**config.mk**
```make
export PLATFORM = sky130hd
export DESIGN_NAME = prefetch_buffer
export DESIGN_NICKNAME = d
export VERILOG_FILES = /design/src/rtl/prefetch_buffer.sv
export SDC_FILE = /design/constraint.sdc
export NUM_CORES = 1
export LEC_CHECK = 0
export ABC_AREA = 1
export CELL_PAD_IN_SITES_DETAIL_PLACEMENT = 1
export CELL_PAD_IN_SITES_GLOBAL_PLACEMENT = 1
export CORE_MARGIN = 1.5
export CORE_UTILIZATION = 40
export DETAILED_ROUTE_END_ITERATION = 12
export PLACE_DENSITY_LB_ADDON = 0.05
export REMOVE_ABC_BUFFERS = 1
export SYNTH_ARGS = -nofsm -noshare
export SYNTH_HDL_FRONTEND = slang
export SYNTH_SLANG_ARGS = --single-unit
export TNS_END_PERCENT = 5
```
**constraint.sdc**
```tcl
create_clock -name clk_i -period 3.71 [get_ports clk_i]
set_input_delay 1.113 -clock clk_i [delete_from_list [all_inputs] [get_ports clk_i]]
set_output_delay 1.113 -clock clk_i [all_outputs]
set_load 0.1 [all_outputs]
```
**src/rtl/prefetch_buffer.sv**
```systemverilog
// prefetch_buffer: instruction prefetch queue between memory and the 6502 decoder.
//
// Reads MEM_BYTES bytes per memory access into a DEPTH-byte FIFO, keeping at most one
// read outstanding. Whole instructions (opcode + 0..2 operand bytes) go to decode
// through a valid/ready handshake. A flush (taken branch) empties the queue and
// redirects fetch.
//
// Ports:
//   clk_i, rstn_i            clock, asynchronous active-low reset
//   flush_i, flush_pc_i      redirect request and target address
//   mem_req_o, mem_addr_o    memory read request and address (stable until mem_valid_i)
//   mem_valid_i, mem_data_i  read response, little-endian bytes
//   peek_opcode_o            head byte, used by the decoder to look up the length
//   instr_len_i              instruction length 1..3 (0 is treated as 1)
//   instr_valid_o/ready_i    instruction handshake
//   opcode_o, operand_o      instruction bytes; absent operand bytes read 0
//   instr_pc_o               address of the opcode byte
//   occupancy_o              bytes held in the queue
//   stall_cnt_o              decoder starvation counter
//
// Optional feature macro: PREFETCH_STATS_EN enables the saturating stall counter;
// without it stall_cnt_o is tied to 0.

module prefetch_buffer #(
    parameter int unsigned        ADDR_W    = 16,
    parameter int unsigned        DEPTH     = 8,
    parameter int unsigned        MEM_BYTES = 3,
    parameter logic [ADDR_W-1:0]  RESET_PC  = '0
) (
    input  logic                         clk_i,
    input  logic                         rstn_i,
    input  logic                         flush_i,
    input  logic [ADDR_W-1:0]            flush_pc_i,
    output logic                         mem_req_o,
    output logic [ADDR_W-1:0]            mem_addr_o,
    input  logic                         mem_valid_i,
    input  logic [8*MEM_BYTES-1:0]       mem_data_i,
    output logic [7:0]                   peek_opcode_o,
    input  logic [1:0]                   instr_len_i,
    output logic                         instr_valid_o,
    input  logic                         instr_ready_i,
    output logic [7:0]                   opcode_o,
    output logic [15:0]                  operand_o,
    output logic [ADDR_W-1:0]            instr_pc_o,
    output logic [$clog2(DEPTH+1)-1:0]   occupancy_o,
    output logic [15:0]                  stall_cnt_o
);

    localparam int unsigned PTR_W = $clog2(DEPTH);
    localparam int unsigned CNT_W = $clog2(DEPTH+1);

    typedef enum logic [1:0] {StIdle, StReq, StDiscard} state_e;

    state_e              state_q, state_d;
    logic [7:0]          queue_q [DEPTH];
    logic [7:0]          queue_d [DEPTH];
    logic [PTR_W-1:0]    head_q, head_d, tail_q, tail_d;
    logic [CNT_W-1:0]    count_q, count_d;
    logic [ADDR_W-1:0]   fetch_pc_q, fetch_pc_d, head_pc_q, head_pc_d;
    logic [ADDR_W-1:0]   req_addr_q, req_addr_d;

    logic [1:0]          len;
    logic                push, pop, space_ok;

    // Length 0 from the decoder table is treated as a 1-byte instruction.
    assign len = (instr_len_i == 2'd0) ? 2'd1 : instr_len_i;

    assign peek_opcode_o = queue_q[head_q];
    assign opcode_o      = queue_q[head_q];
    assign operand_o     = {(len == 2'd3) ? queue_q[head_q + PTR_W'(2)] : 8'h00,
                            (len >= 2'd2) ? queue_q[head_q + PTR_W'(1)] : 8'h00};
    assign instr_pc_o    = head_pc_q;
    assign occupancy_o   = count_q;
    assign mem_addr_o    = req_addr_q;

    assign instr_valid_o = (count_q >= CNT_W'(len)) && !flush_i;
    assign pop           = instr_valid_o && instr_ready_i;
    assign push          = (state_q == StReq) && mem_valid_i && !flush_i;
    // Uses the registered count, ignoring any pop this cycle.
    assign space_ok      = (CNT_W'(DEPTH) - count_q) >= CNT_W'(MEM_BYTES);

    always_comb begin
        state_d    = state_q;
        mem_req_o  = 1'b0;
        req_addr_d = req_addr_q;
        unique case (state_q)
            StIdle: begin
                if (!flush_i && space_ok) begin
                    state_d    = StReq;
                    req_addr_d = fetch_pc_q;
                end
            end
            StReq: begin
                mem_req_o = 1'b1;
                if (mem_valid_i) begin
                    state_d = StIdle;
                end else if (flush_i) begin
                    state_d = StDiscard;
                end
            end
            StDiscard: begin
                // Stale response still owed by memory; keep the old request up.
                mem_req_o = 1'b1;
                if (mem_valid_i) begin
                    state_d = StIdle;
                end
            end
            default: state_d = StIdle;
        endcase
    end

    always_comb begin
        queue_d    = queue_q;
        head_d     = head_q;
        tail_d     = tail_q;
        count_d    = count_q;
        fetch_pc_d = fetch_pc_q;
        head_pc_d  = head_pc_q;
        if (push) begin
            for (int i = 0; i < int'(MEM_BYTES); i++) begin
                queue_d[tail_q + PTR_W'(i)] = mem_data_i[8*i +: 8];
            end
            tail_d     = tail_q + PTR_W'(MEM_BYTES);
            fetch_pc_d = fetch_pc_q + ADDR_W'(MEM_BYTES);
        end
        count_d = count_q + (push ? CNT_W'(MEM_BYTES) : CNT_W'(0))
                          - (pop ? CNT_W'(len) : CNT_W'(0));
        if (pop) begin
            head_d    = head_q + PTR_W'(len);
            head_pc_d = head_pc_q + ADDR_W'(len);
        end
        if (flush_i) begin
            count_d    = '0;
            head_d     = tail_q;
            fetch_pc_d = flush_pc_i;
            head_pc_d  = flush_pc_i;
        end
    end

`ifdef PREFETCH_STATS_EN
    logic [15:0] stall_cnt_q, stall_cnt_d;

    always_comb begin
        stall_cnt_d = stall_cnt_q;
        if (instr_ready_i && !instr_valid_o && (stall_cnt_q != 16'hFFFF)) begin
            stall_cnt_d = stall_cnt_q + 16'd1;
        end
    end

    assign stall_cnt_o = stall_cnt_q;
`else
    assign stall_cnt_o = 16'h0000;
`endif

    always_ff @(posedge clk_i, negedge rstn_i) begin
        if (!rstn_i) begin
            state_q    <= StIdle;
            for (int i = 0; i < int'(DEPTH); i++) begin
                queue_q[i] <= 8'h00;
            end
            head_q     <= '0;
            tail_q     <= '0;
            count_q    <= '0;
            fetch_pc_q <= RESET_PC;
            head_pc_q  <= RESET_PC;
            req_addr_q <= RESET_PC;
`ifdef PREFETCH_STATS_EN
            stall_cnt_q <= 16'h0000;
`endif
        end else begin
            state_q    <= state_d;
            queue_q    <= queue_d;
            head_q     <= head_d;
            tail_q     <= tail_d;
            count_q    <= count_d;
            fetch_pc_q <= fetch_pc_d;
            head_pc_q  <= head_pc_d;
            req_addr_q <= req_addr_d;
`ifdef PREFETCH_STATS_EN
            stall_cnt_q <= stall_cnt_d;
`endif
        end
    end

endmodule

```
After elaboration in Yosys (flattened, before gate mapping)
Cells that the tools add are included.

Word-level logic and storage cells: 102. Register bits after elaboration: 124. Output and inout bits: 86. Input bits: 47.

Eq/ne operators: 6. Bitwise gates (word level): 6. $lt $le $gt $ge: 12. $add $sub $neg: 11. Multiplexer cells: 36. Reduce and logical (&&, ||, !) cells: 16.

Operator list (number): bitwise mux 64 bit (3); 2-to-1 mux 8 bit (11); binary-select mux 8 bit (select 3 bit) (3); demux 8 bit (select 3 bit) (3); 2-to-1 mux 16 bit (4); greater-or-equal comparator 4 bit (second input constant) (6); NOT 3 -> 4 bit (6); adder 16 x 2 -> 16 bit (1); adder 16 x 2 -> 16 bit (second input constant) (1); 2-to-1 mux 2 bit (7); less-than comparator 4 x 1 -> 1 bit (second input constant) (3); adder 3 x 2 -> 3 bit (second input constant) (3); logical AND 1 bit (8); adder 3 x 1 -> 3 bit (second input constant) (2); 2-to-1 mux 3 bit (2); one-hot mux 2 bit (3 select lines) (1); adder 4 x 2 -> 4 bit (1); equality test 2 bit (second input constant) (2); greater-or-equal comparator 4 x 2 -> 1 bit (1); greater-or-equal comparator 4 x 2 -> 1 bit (second input constant) (1); logical NOT 2 bit (2); 2-to-1 mux 4 bit (1); != test 2 bit (second input constant) (2); nonzero test 2 bit (2); 11 further kinds (11).

Depth between registers and ports, before layout
Depth in word-level cells: 8. Mapped depth: 18. Mapped depth without buffers: 17.

Least setup slack after synthesis
No wires, ideal clock.

Kind: input to output. From: input port instr_len_i[1]. To: output port operand_o[0]. Arrival: 2919 ps. Setup slack: -322 ps. Path buffers: 1. Stages: 3. Data required time: 2597 ps. Path through: clkbuf_1 > o21ai_0 > a21oi_1.

Cells in the longest elaborated chain, start to end: 4.

Ends and longest elaborated chain: start: declaration (line 39) `input logic [1:0] instr_len_i,`; logical NOT 2 bit (line 66) `assign len = (instr_len_i == 2'd0) ? 2'd1 : instr_len_i;`; 2-to-1 mux 2 bit (*) (line 66); greater-or-equal comparator 2 bit (*) (line 71) `(len >= 2'd2) ? queue_q[head_q + PTR_W'(1)] : 8'h00};`; 2-to-1 mux 8 bit (*) (line 71); end: declaration (line 43) `output logic [15:0] operand_o,`.

Mark *: on every way between the ends. The rest lies on a longest branch, timed or not.

Final worst setup path
From: register head_q[1]. To: output port operand_o[4].

Cells in the longest elaborated chain, start to end: 6.

Ends and longest elaborated chain: start: declaration (line 57) `logic [PTR_W-1:0] head_q, head_d, tail_q, tail_d;`; start signal: assignment (line 161) `head_q <= '0;`; start signal: assignment (line 173) `head_q <= head_d;`; adder 3 x 1 -> 3 bit (line 71); NOT 3 -> 4 bit (not written as such) (line 71); binary-select mux 8 bit (select 3 bit) (line 71); 2-to-1 mux 8 bit (not written as such) (2 in series) (line 71); 2-to-1 mux 8 bit (line 71).

No other way between the ends. The select of a mux whose other input is x is not followed.

==> flow_metrics.py <==
metrics = {
    "critical_path": {
        "path_class": "flop to primary output",
        "cp-start-kind": "flop",
        "r2r-start": "tail_q[0]",
        "cp-end-kind": "primary output",
        "arrival_ns": 2.43,
        "cp_max_fo": 9,
        "crit_start": "head_q[1]",
        "cp.required_ns": 2.60,
    },
    "floorplanning": {
        "io_pins": 133,
        "start_util_pct": 41.2,
        "dieArea_um2": 24500,
        "core-area_um2": 22800,
        "die_h_um": 156,
        "die_x_um": 156,
        "core.rowCount": 55,
    },
    "timing": {
        "hold_viol_final": 0,
        "setup_viol": 0,
        "finalCriticalPeriod_ns": 3.54,
        "skew_ns": 0.0178,
        "timing.slew.headroom_pct": 51.0,
        "tightest_slew_ns": 0.735,
        "drv_slew": 0,
        "rsz0062_at_grt": "false",
        "max_freq_ghz": 0.282,
        "layout_worst_path_cycle_share_pct": 95.4,
        "layout_setup_ws_ns": 0.170,
    },
    "global_routing": {
        "grt_max_degree": 96,
        "globalRouteOverflowTotal": 0,
        "grt_pass1_wl_um": 53800,
        "grt_antenna_before_repair": 0,
        "grt_usage_pct": 28.8,
        "grt_pass1_vias": 9651,
    },
    "drt": {
        "dr.pass1.iters": 5,
        "drt_iter0_drc": 565,
        "drc": 0,
        "wl_per_cell_um": 18.6,
        "finalWirelength_um": 34100,
        "antenna_left": 0,
        "vias": 9742,
        "viasPerCell": 5.31,
    },
    "placed_design": {
        "pre_cts_slack_ns": -0.243,
        "dp_hpwl_um": 23900,
        "placedCellCount": 1801,
        "gp_congestion": 0.846,
        "port_buffers": 116,
    },
    "yosys": {
        "ys_seq_elements": 124,
        "avgSynthCellArea_um2": 6.59,
        "ys.warnings.count": 0,
        "yosysSeqAreaShare_pct": 32.9,
        "synth.distinct_cells": 43,
        "syn_area_um2": 9420,
        "synth-main-ff-cell": "dfrtp_1",
        "synth_edf_count": 0,
        "synth_cells": 1429,
        "synthArstFlopShare_pct": 100,
    },
    "hold_path": {
        "worst_hold_path_type": "flop to flop",
        "holdCritStartpoint": "mem_addr_o[10]",
    },
    "clocking": {
        "cts_buffers": 17,
        "clk_path_buf_depth": 2,
        "cts_tree": "built",
        "clockRootBuffer": "clkbuf_16",
        "hold_buffers": 0,
        "cts.sinks": 124,
        "clk-insertion-delay-late_ns": 0.44,
        "clk_pin_slew_worst_paths_ns": 0.07,
        "cts_max_level": 4,
    },
    "cells_and_area": {
        "syn_to_final_growth_pct": 22.3,
        "instances_no_fill": 1835,
        "n_antenna_cell": 0,
        "nets": 1578,
        "drive_above_1_share_pct": 15.2,
    },
    "run_status": {
        "outcome": "finished clean",
    },
    "run": {
        "cap_violations": 0,
    },
}
==> registers in the layout, summed over array words and instances (netlist names) <==
name	cells
state_q	2
queue_q	64
head_q	3
occupancy_o	4
tail_q	3
instr_pc_o	16
mem_addr_o	16
fetch_pc_q	16
==> worst paths after layout <==
check,to,slack [ns],cells after the start
max,operand_o[4],0.17,9
min,mem_addr_o[10],0.49,2
max reg2reg,queue_q[58],1.01,8
max in group asynchronous,queue_q[36],2.36,2
min in group asynchronous,fetch_pc_q[11],0.65,1
min reg2reg,mem_addr_o[10],0.49,2
==> cell usage after synthesis (all sizes together), types with 2 or more instances <==
cell type | n | area, µm²
xor2 | 6 | 60.1
inv | 145 | 557
o21ai | 151 | 898
a21oi | 40 | 200
o21a | 13 | 128
fa | 4 | 80.1
o211ai | 7 | 52.6
buf | 74 | 523
nor2 | 59 | 299
a41oi | 7 | 61.3
nand3 | 117 | 591
xnor2 | 2 | 17.5
clkbuf | 27 | 103
nand4 | 14 | 87.6
nor3 | 6 | 30.0
dfrtp | 124 | 3100
ha | 18 | 225
nand2 | 608 | 2360
==> repair_timing <==
| item | CTS | global route |
|---|---|---|
| endpoints found under the setup margin | 17 | 2 |
| buffers inserted | 2 | 0 |
| gates resized for setup | 8 | 2 |
| endpoints found under the hold margin | 0 | 0 |
| pin swaps | 0 | 0 |
==> cell families after synthesis <==
group	count (synthesis)	synth area share (%)
simple gates	804	35.7
flops	124	32.9
xor+xnor	8	0.823
other cells	1	0.0398
compound gates	224	14.7
fa+ha+maj	22	3.24
buf+inv	246	12.5
==> through the flow <==
stage	instance area, µm²	hold WS [ns]	setup TNS [ns]	util, %
after floorplan	8850	0.460	-45.54	-
after CTS	11500	0.492	0	50.4
after global routing	11500	0.524	0	50.5
after global placement	10900	0.465	-0.542	47.7
after detailed placement	10900	0.474	-1.22	47.7
final	11500	0.486	0	50.5
==> cell usage in the layout, fill, tap and decap left out, drive strengths merged, types with 2 or more instances in the layout <==
master	Yosys	layout
nand2	608	608
nor2	59	59
inv	145	154
a21oi	40	40
clkinv	0	2
xor2	6	6
ha	18	18
clkbuf	27	17
o21a	13	13
fa	4	4
nand3	117	117
nand4	14	14
xnor2	2	2
clkinvlp	0	4
clkdlybuf4s50	0	43
o21ai	151	151
nor3	6	6
a41oi	7	7
o211ai	7	7
dfrtp	124	124
conb	1	16
buf	74	102
==> worst max-delay path, stage by stage (launching register included) <==
cell	delay, ns
dfrtp_1	0.45
ha_4	0.40
clkinvlp_4	0.11
buf_4	0.17
a21oi_1	0.12
o21ai_1	0.09
nand2_1	0.11
o21ai_1	0.09
a21oi_1	0.24
buf_12	0.21
==> layer usage <==
| metal | part of all wire, % | wire [µm] | GRT usage, % | up-vias |
|---|---|---|---|---|
| li1 | - | - | - | 4653 |
| met4 | 2.3 | 789 | 9.12 | 0 |
| met5 | 0 | 0 | 0 | - |
| met1 | 48 | 16200 | 40.4 | 4791 |
| met2 | 46 | 15500 | 46.1 | 246 |
| met3 | 4.6 | 1560 | 3.74 | 52 |
==> cell type report <==
| type | instances | area (µm²) |
|---|---|---|
| Fill cell | 2993 | 11300 |
| Multi-Input combinational cell | 1074 | 5230 |
| Sequential cell | 124 | 3100 |
| Timing Repair Buffer | 147 | 1680 |
| Inverter | 145 | 561 |
| Clock buffer | 17 | 425 |
| Tap cell | 313 | 392 |
| Clock inverter | 15 | 145 |
Power is not shown: default switching activity piles up to over one toggle a cycle in this logic, so the estimate is an artifact.
